<file path="config.mk">
export PLATFORM = sky130hd
export DESIGN_NAME = tdc_digital_flat
export DESIGN_NICKNAME = d
export VERILOG_FILES = /design/src/rtl/tdc_digital_if.sv /design/src/rtl/tdc_digital.sv /design/src/flat_wrapper.sv
export SDC_FILE = /design/constraint.sdc
export NUM_CORES = 1
export LEC_CHECK = 0
export ABC_AREA = 1
export CAP_MARGIN = 20
export CORE_MARGIN = 2
export CORE_UTILIZATION = 54
export CTS_CLUSTER_SIZE = 30
export DETAILED_ROUTE_END_ITERATION = 10
export GPL_ROUTABILITY_DRIVEN = 0
export HOLD_SLACK_MARGIN = 0.1
export PLACE_DENSITY_LB_ADDON = 0.08
export RECOVER_POWER = 25
export SLEW_MARGIN = 30
export SYNTH_ARGS = -nofsm -noshare
export SYNTH_HDL_FRONTEND = slang
export SYNTH_SLANG_ARGS = --single-unit
</file>
<file path="constraint.sdc">
create_clock -name clk -period 6.2 [get_ports clk]
set_clock_uncertainty 0.05 [all_clocks]
set_input_delay 0.62 -clock clk [delete_from_list [all_inputs] [get_ports clk]]
set_output_delay 0.62 -clock clk [all_outputs]
set_load 0.03 [all_outputs]
</file>
<file path="src/rtl/tdc_digital_if.sv">
// tdc_digital_if
// Bundles the measurement-side signals of the digital TDC back end.
//   en           : enables measurement (driven by the controller)
//   ripple_count : free-running DCO period counter from tdc_analog
//   phase        : DCO phase-tap thermometer snapshot from tdc_analog
//   tdc_word     : absolute DCO phase in units of T_dco/(2*NPH)
//   tdc_diff     : phase advance over the last reference period, modulo 2^W
//   tdc_valid    : tdc_diff is meaningful this cycle
//   bubble_err   : one-update flag for an invalid phase code
//   bubble_cnt   : saturating count of invalid phase codes
// The master modport is the side that drives inputs and reads results;
// the slave modport is the TDC itself.
interface tdc_digital_if #(
  parameter int CNT_W = 7,
  parameter int NPH   = 16
);
  localparam int FRAC_W = $clog2(2 * NPH);
  localparam int W      = CNT_W + FRAC_W;

  logic             en;
  logic [CNT_W-1:0] ripple_count;
  logic [NPH-1:0]   phase;
  logic [W-1:0]     tdc_word;
  logic [W-1:0]     tdc_diff;
  logic             tdc_valid;
  logic             bubble_err;
  logic [7:0]       bubble_cnt;

  modport master (
    output en, ripple_count, phase,
    input  tdc_word, tdc_diff, tdc_valid, bubble_err, bubble_cnt
  );

  modport slave (
    input  en, ripple_count, phase,
    output tdc_word, tdc_diff, tdc_valid, bubble_err, bubble_cnt
  );
endinterface

</file>
<file path="src/rtl/tdc_digital.sv">
// tdc_digital
// Digital back end of the time-to-digital converter. Samples the DCO
// ripple counter and phase taps, decodes the taps into a fine phase,
// builds an absolute phase word and its per-reference-period difference.
// Ports:
//   clk : 32 MHz reference clock, all state changes on the rising edge
//   rst : synchronous active-high reset, takes priority over en
//   bus : tdc_digital_if slave modport (en, ripple_count, phase in;
//         tdc_word, tdc_diff, tdc_valid, bubble_err, bubble_cnt out)
module tdc_digital #(
  parameter int CNT_W = 7,
  parameter int NPH   = 16
) (
  input  logic          clk,
  input  logic          rst,
  tdc_digital_if.slave  bus
);
  localparam int FRAC_W = $clog2(2 * NPH);
  localparam int W      = CNT_W + FRAC_W;

  typedef enum logic [1:0] {IDLE, FILL1, FILL2, RUN} state_t;

  state_t             state_q, state_d;
  logic [CNT_W-1:0]   ripple_s0_q;
  logic [NPH-1:0]     phase_s0_q;
  logic [FRAC_W-1:0]  fine_last_q;
  logic [W-1:0]       word_q;
  logic [W-1:0]       diff_q;
  logic               valid_q;
  logic               bubble_err_q;
  logic [7:0]         bubble_cnt_q;

  logic               upd;
  logic               valid_d;
  logic [FRAC_W-1:0]  pop;
  logic [NPH-1:0]     phase_inv;
  logic               lower_ok;
  logic               upper_ok;
  logic               bubble;
  logic [FRAC_W-1:0]  fine_code;
  logic [FRAC_W-1:0]  fine_sel;
  logic [W-1:0]       word_d;
  logic [W-1:0]       diff_d;

  // Pipeline-fill sequencer. Two fill states cover the stage-0 register and
  // the first word update, so a difference is only flagged valid once two
  // real words exist. Dropping en at any point restarts the whole fill.
  // The word pipeline advances only while the sequencer is active and en is
  // still high, so the word freezes on the edge where en falls.
  always_comb begin
    state_d = state_q;
    if (!bus.en) begin
      state_d = IDLE;
    end else begin
      case (state_q)
        IDLE:    state_d = FILL1;
        FILL1:   state_d = FILL2;
        FILL2:   state_d = RUN;
        RUN:     state_d = RUN;
        default: state_d = IDLE;
      endcase
    end
    upd     = bus.en && (state_q != IDLE);
    valid_d = (state_d == RUN);
  end

  // Thermometer decode of the sampled phase taps. A lower-half code is a
  // run of ones from bit 0 (x & (x+1) == 0); an upper-half code is the
  // bitwise complement of such a run with the top tap set. In the upper
  // half the fine phase counts on past NPH as the ones recede, giving
  // 2*NPH - popcount. Anything else is a bubble and reuses the last good
  // fine value so the word stays plausible.
  always_comb begin
    pop = '0;
    for (int i = 0; i < NPH; i++) begin
      pop = pop + FRAC_W'(phase_s0_q[i]);
    end
    phase_inv = ~phase_s0_q;
    lower_ok  = !phase_s0_q[NPH-1] &&
                ((phase_s0_q & (phase_s0_q + NPH'(1))) == '0);
    upper_ok  = phase_s0_q[NPH-1] &&
                ((phase_inv & (phase_inv + NPH'(1))) == '0);
    bubble    = !(lower_ok || upper_ok);
    if (phase_s0_q[NPH-1]) begin
      fine_code = FRAC_W'(2 * NPH - int'(pop));
    end else begin
      fine_code = pop;
    end
    fine_sel = bubble ? fine_last_q : fine_code;
    word_d   = {ripple_s0_q, fine_sel};
    diff_d   = word_d - word_q;
  end

  // State and datapath registers. Stage 0 samples the analog side on every
  // edge; the word, difference and bubble bookkeeping move only on update
  // edges so they hold steady while idle.
  always_ff @(posedge clk) begin
    if (rst) begin
      state_q      <= IDLE;
      ripple_s0_q  <= '0;
      phase_s0_q   <= '0;
      fine_last_q  <= '0;
      word_q       <= '0;
      diff_q       <= '0;
      valid_q      <= 1'b0;
      bubble_err_q <= 1'b0;
      bubble_cnt_q <= '0;
    end else begin
      state_q     <= state_d;
      ripple_s0_q <= bus.ripple_count;
      phase_s0_q  <= bus.phase;
      valid_q     <= valid_d;
      if (upd) begin
        word_q       <= word_d;
        diff_q       <= diff_d;
        bubble_err_q <= bubble;
        if (bubble) begin
          if (bubble_cnt_q != 8'hFF) begin
            bubble_cnt_q <= bubble_cnt_q + 8'd1;
          end
        end else begin
          fine_last_q <= fine_code;
        end
      end
    end
  end

  assign bus.tdc_word   = word_q;
  assign bus.tdc_diff   = diff_q;
  assign bus.tdc_valid  = valid_q;
  assign bus.bubble_err = bubble_err_q;
  assign bus.bubble_cnt = bubble_cnt_q;
endmodule

</file>
<file path="src/flat_wrapper.sv">
// flat-port wrapper written by rule: the top's interface ports become plain ports
module tdc_digital_flat 
#(
  parameter int CNT_W = 7,
  parameter int NPH   = 16
)
  (clk, rst, bus_en, bus_ripple_count, bus_phase, bus_tdc_word, bus_tdc_diff, bus_tdc_valid, bus_bubble_err, bus_bubble_cnt);
  tdc_digital_if #(.CNT_W(CNT_W), .NPH(NPH)) bus_i ();
  input  logic clk;
  input  logic rst;
  input wire logic [$bits(bus_i.en)-1:0] bus_en;
  input wire logic [$bits(bus_i.ripple_count)-1:0] bus_ripple_count;
  input wire logic [$bits(bus_i.phase)-1:0] bus_phase;
  output wire logic [$bits(bus_i.tdc_word)-1:0] bus_tdc_word;
  output wire logic [$bits(bus_i.tdc_diff)-1:0] bus_tdc_diff;
  output wire logic [$bits(bus_i.tdc_valid)-1:0] bus_tdc_valid;
  output wire logic [$bits(bus_i.bubble_err)-1:0] bus_bubble_err;
  output wire logic [$bits(bus_i.bubble_cnt)-1:0] bus_bubble_cnt;
  assign bus_i.en = bus_en;
  assign bus_i.ripple_count = bus_ripple_count;
  assign bus_i.phase = bus_phase;
  assign bus_tdc_word = bus_i.tdc_word;
  assign bus_tdc_diff = bus_i.tdc_diff;
  assign bus_tdc_valid = bus_i.tdc_valid;
  assign bus_bubble_err = bus_i.bubble_err;
  assign bus_bubble_cnt = bus_i.bubble_cnt;
  tdc_digital #(.CNT_W(CNT_W), .NPH(NPH)) u_core (.clk(clk), .rst(rst), .bus(bus_i));
endmodule
</file>
==> flow_summary.toml, run 1 <==
[run]
maxCapViolCount = 0

[clock_tree]
h-tree-depth = 3
clockBufferDepth = 2
clockRootBuffer = "clkbuf_8"
tritoncts = "built"
clk_latency_ns = 0.34
hold_buffers = 0
clkSinkCount = 59
cts_buffers = 9
clkSlewWorstSetupHoldPaths_ns = 0.07

[sta]
drv_slew = 0
tightest_slew_ns = 0.864
max_freq_ghz = 0.173
whs_ns = 0.432
finalCriticalPeriod_ns = 5.79
min_period_over_period = 0.933
setup_viol = 0
setup_ws_ns = 0.413
slew_headroom = 0.423
hold_viol_final = 0

[floorplanning]
die_area_um2 = 7530
die_h_um = 86.8
io_pins = 60
num_rows = 30
initial_core_util = 0.550
dieWidth_um = 86.8
core_area_um2 = 6720

[power]
cellPowerDensity_nw_per_um2 = 259
p_total_w = 0.00118
ir_worst_vdd_mv = 0.159
p_leak_nw = 2.23

[logic_synthesis]
syn_area_um2 = 3700
synthCells = 540
synth_edf_count = 0
synth_nets = 600
synth-seq-cells = 59
syn_avg_cell_area_um2 = 6.85
async_flop_share = 0
synth_top_flop_cell = "dfxtp_1"
yosysWarnings = 0
synth_cell_types = 40
ys_seq_area_frac = 0.319

[detailed_routing]
wl_um = 8180
drt-initial-drc-count = 222
ant_nets = 0
num_vias = 3462
viasPerCell = 5.07
drt_first_pass_iters = 5
drc_errors = 0
post_drt_wl_per_cell_um = 12.0

[global_routing]
grt_max_degree = 44
met3_usage = 0.0533
grt_use_met2 = 0.404
grt-ovfl-total = 0
grt_pass1_vias = 3321
grtUsageMet1 = 0.282
grt-busiest-layer = "met2"
grt_pass1_wl_um = 14200
antenna_found_initial = 0
grt_use_total = 0.237

[layout]
mostFrequentLayoutCells = "nand2_1 (102), inv_1 (102), nor2_1 (95)"
drive_gt1_frac = 0.0713
nFillCells = 590
insertedDiodeCount = 0
nNetsFinal = 658
fin_cells = 683
areaGrowthSynthToFinish_pct = 23.5

[run_status]
status = "complete, no violations"

[critical_path]
critical_path_class = "register to register"
slowest_stage = "fa_1"
crit_top_cell = "fa_1"
critical_path.max_stage_delay_ns = 0.53
endpoint_kind = "register"
critPathMaxFanout = 5
worstPathRequired_ns = 6.39
cp.arrival_ns = 5.98
critPathLaunchType = "register"

[placement]
dp_hpwl_um = 6200
pre_cts_slack_ns = 0.307
dpl.cell_count = 667
io_buffers = 59

[hold_path]
hold_class = "register to register"
==> routing by layer <==
metal | up-vias | part of all wire
met1 | 1586 | 0.44
met3 | 13 | 0.045
li1 | 1767 | -
met4 | 0 | 0.018
met2 | 96 | 0.49
met5 | - | 0
==> per-stage QoR <==
stage | cell area (um^2) | util | TNS (ns)
after floorplan | 3700 | - | 0
after global placement | 4330 | 0.645 | 0
after detailed placement | 4330 | 0.645 | 0
after CTS | 4550 | 0.677 | 0
after global routing | 4570 | 0.680 | -0.00588
final | 4570 | 0.680 | 0
==> power breakdown <==
group | leakage (nW) | internal (W) | switching [W]
clock network | 0.101 | 0.000224 | 0.000162
registers | 0.486 | 0.000401 | 0.0000204
logic | 1.64 | 0.000161 | 0.000216
==> cell families after synthesis <==
group           synth area share
xor+xnor                  0.0355
flops                      0.319
fa+ha+maj                  0.137
compound gates            0.0968
simple gates               0.284
buf+inv                    0.127
==> cells in the mapped netlist (2+ instances only) <==
master    instances  area (um^2)
a21oi_1          24          120
buf_6             2         22.5
clkbuf_1         10         37.5
dfxtp_1          59         1180
fa_1             11          220
ha_1             23          288
inv_1           102          383
inv_2             3         11.3
nand2_1         102          383
nand2_2           3         18.8
nand3_1          25          125
nand3_2           2         20.0
nand4_1           8         50.1
nor2_1           95          357
nor2_2            5         31.3
nor3_1            3         15.0
o21ai_0          22          110
o21ai_1           5         25.0
o21ai_2           2         17.5
xnor2_1           6         52.6
xor2_1            9         78.8
==> path summary, 6_finish.rpt <==
| kind | start | to | slack, ns | cells past startpoint |
|---|---|---|---|---|
| worst max-delay path | u_core.phase_s0_q[1]$_SDFF_PP0_ | u_core.bus.tdc_diff[9]$_SDFFE_PP0P_ | 0.41 | 25 |
| worst min-delay path | u_core.bus.bubble_err$_SDFFE_PP0P_ | u_core.bus.bubble_err$_SDFFE_PP0P_ | 0.43 | 2 |
| worst max register to register | u_core.phase_s0_q[1]$_SDFF_PP0_ | u_core.bus.tdc_diff[9]$_SDFFE_PP0P_ | 0.41 | 25 |
| worst min register to register | u_core.bus.bubble_err$_SDFFE_PP0P_ | u_core.bus.bubble_err$_SDFFE_PP0P_ | 0.43 | 2 |
==> what timing repair did <==
item                       CTS  global route
setup buffers                0             0
setup endpoints to repair    0             3
gates resized for setup      0             5
==> registers in the layout, summed over array words and instances (netlist names) <==
register               flops
u_core.bus.tdc_word       12
u_core.bus.tdc_valid       1
u_core.bus.bubble_err      1
u_core.ripple_s0_q         7
u_core.state_q             2
u_core.bus.tdc_diff       12
u_core.phase_s0_q         16
u_core.bus.bubble_cnt      8
==> cell type report <==
type                       instances  area, um^2  area share
multi-input combinational        361        2070       0.453
inverter                         106         398      0.0871
clock buffer                       9         124      0.0271
clock inverter                     7        92.6      0.0203
tap                               80         100      0.0219
sequential                        59        1180       0.258
timing repair buffer              61         606       0.133
==> critical path: cells and delay by family, from the launching register on <==
kind	cells	cell delay, ns
adders and majority gates	9	3.65
DFF	1	0.44
xor gates and xnor gates	1	0.13
AOI/OAI and AO/OA	4	0.57
buffers and inverters	3	0.20
and+or+nand+nor	8	0.66
Power figures use the tool's default switching activity.
==> run 2, diff against run 1 <==
--- a/config.mk
+++ b/config.mk
@@ -8,8 +8,7 @@
 export ABC_AREA = 1
 export CAP_MARGIN = 20
 export CORE_MARGIN = 2
-export CORE_UTILIZATION = 54
-export CTS_CLUSTER_SIZE = 30
+export CORE_UTILIZATION = 58
 export DETAILED_ROUTE_END_ITERATION = 10
 export GPL_ROUTABILITY_DRIVEN = 0
 export HOLD_SLACK_MARGIN = 0.1
==> constraint.sdc (replaced) <==
create_clock -name clk -period 7.08 [get_ports clk]
set_clock_uncertainty 0.05 [all_clocks]
set_input_delay 0.708 -clock clk [delete_from_list [all_inputs] [get_ports clk]]
set_output_delay 0.708 -clock clk [all_outputs]
set_load 0.03 [all_outputs]
==> flow_summary.toml, run 2 (same netlist as run 1, synthesis figures left out) <==
[layout]
seq_area_um2 = 1180
largest_register_ffs = 16
nNetsFinal = 658
areaGrowthSynthToFinish_pct = 22.3
insertedDiodeCount = 0
drive_gt1_frac = 0.0582
nFillCells = 530
mostFrequentLayoutCells = "nand2_1 (102), inv_1 (102), nor2_1 (95)"
regMostFlops = "u_core.phase_s0_q"
multi_input_area_um2 = 2050
final_util = 0.725

[detailed_routing]
ant_nets = 0
post_drt_wl_per_cell_um = 12.4
drc_errors = 0
viasPerCell = 5.14
wl_um = 8420
drt-initial-drc-count = 239
num_vias = 3486
drt_first_pass_iters = 5

[critical_path]
cp.arrival_ns = 6.10
critical_path_class = "register to register"
endpoint_kind = "register"
critPathLaunchType = "register"
critPathMaxFanout = 5
crit_path_start = "u_core.phase_s0_q[1]$_SDFF_PP0_"
r2r_start = "u_core.phase_s0_q[1]$_SDFF_PP0_"
worstPathRequired_ns = 7.26
slowest_stage = "fa_1"
cp_cell_sequence = "inv_1 -> ha_1 -> inv_1 -> fa_1 -> fa_1 -> fa_1 -> fa_1 -> fa_1 -> fa_1 -> ha_1 -> nor2_1 -> xnor2_1 -> nand2_1 -> nand2_1 -> ha_1 -> nand2_1 -> o21ai_1 -> a21oi_1 -> o21ai_1 -> nand3_1 -> nand3_1 -> nand3_1 -> nand2_1 -> inv_1"
critical_path.max_stage_delay_ns = 0.54
crit_top_cell = "fa_1"

[clock_tree]
hold_buffers = 0
h-tree-depth = 3
cts_buffers = 9
clockRootBuffer = "clkbuf_8"
cts_resized = 0
tritoncts = "built"
clkSlewWorstSetupHoldPaths_ns = 0.08
clk_latency_ns = 0.34
clkSinkCount = 59
post-cts-setup-buffer-count = 0
clockBufferDepth = 2

[run_status]
status = "finished with violations"
violations = "max-capacitance violations, max-slew violations"

[power]
ir_worst_vdd_mv = 0.183
cellPowerDensity_nw_per_um2 = 223
p_leak_nw = 2.22
p_total_w = 0.00101

[floorplanning]
die_h_um = 83.9
initial_core_util = 0.593
core_area_um2 = 6240
dieWidth_um = 83.9
io_pins = 60
die_area_um2 = 7030
num_rows = 29

[sta]
finalCriticalPeriod_ns = 5.92
rsz0062_at_grt = "no"
hold_viol_final = 0
drv_slew = 44
setup_viol = 0
whs_ns = 0.417
min_period_over_period = 0.837
max_freq_ghz = 0.169
tns_ns = 0
tightest_slew_ns = 1.94
slew_headroom = -0.292

[run]
maxCapViolCount = 1

[hold_path]
hold_class = "register to register"
min_from = "u_core.bus.bubble_err$_SDFFE_PP0P_"

[global_routing]
grt_pass1_wl_um = 14600
grt_pass1_vias = 3462
grt_use_total = 0.255
grt-ovfl-total = 0
antenna_found_initial = 0
grt_max_degree = 44

[placement]
io_buffers = 59
dp_hpwl_um = 6220
-- run 2: final timing paths --
check | to | slack, ns | cells past startpoint
worst max-delay path | u_core.bus.tdc_diff[9]$_SDFFE_PP0P_ | 1.16 | 24
worst min-delay path | u_core.bus.bubble_err$_SDFFE_PP0P_ | 0.42 | 2
worst max register to register | u_core.bus.tdc_diff[9]$_SDFFE_PP0P_ | 1.16 | 24
worst min register to register | u_core.bus.bubble_err$_SDFFE_PP0P_ | 0.42 | 2
-- run 2: worst max-delay path: cells and delay by family, from the launching register on --
| family | cells | cell delay (ns) |
|---|---|---|
| AO/OA/AOI/OAI | 3 | 0.58 |
| adder cells (fa/ha/maj) | 9 | 3.70 |
| XOR/XNOR | 1 | 0.09 |
| flip-flops | 1 | 0.44 |
| buffers and inverters | 3 | 0.21 |
| AND/OR/NAND/NOR | 8 | 0.73 |
-- run 2: where the power goes --
part / internal [W] / switching (W)
logic: 0.000137 / 0.000185
registers: 0.000351 / 0.0000189
clock network: 0.000187 / 0.000129
total: 0.000675 / 0.000333
-- run 2: routing by layer --
layer  vias up  share of wire  track usage
met2       110           0.48        0.437
met1      1592           0.43        0.305
met5         -              0            0
met4         0          0.019       0.0953
li1       1767              -            -
met3        17          0.065       0.0682
-- run 2: area by class of cell --
cell class / instances / area share
Clock buffer: 12 / 0.0365
Clock inverter: 2 / 0.00774
Inverter: 106 / 0.0879
Multi-Input combinational cell: 361 / 0.452
Sequential cell: 59 / 0.261
Tap cell: 77 / 0.0213
Timing Repair Buffer: 61 / 0.133
-- run 2: per-stage QoR --
step | setup slack (ns) | std cells | instance area [um^2]
finish | 1.16 | 678 | 4520
floorplan | 1.58 | 540 | 3700
global placement | 1.37 | 664 | 4330
CTS | 1.14 | 678 | 4530
global route | 0.806 | 678 | 4520
detailed placement | 1.21 | 664 | 4330
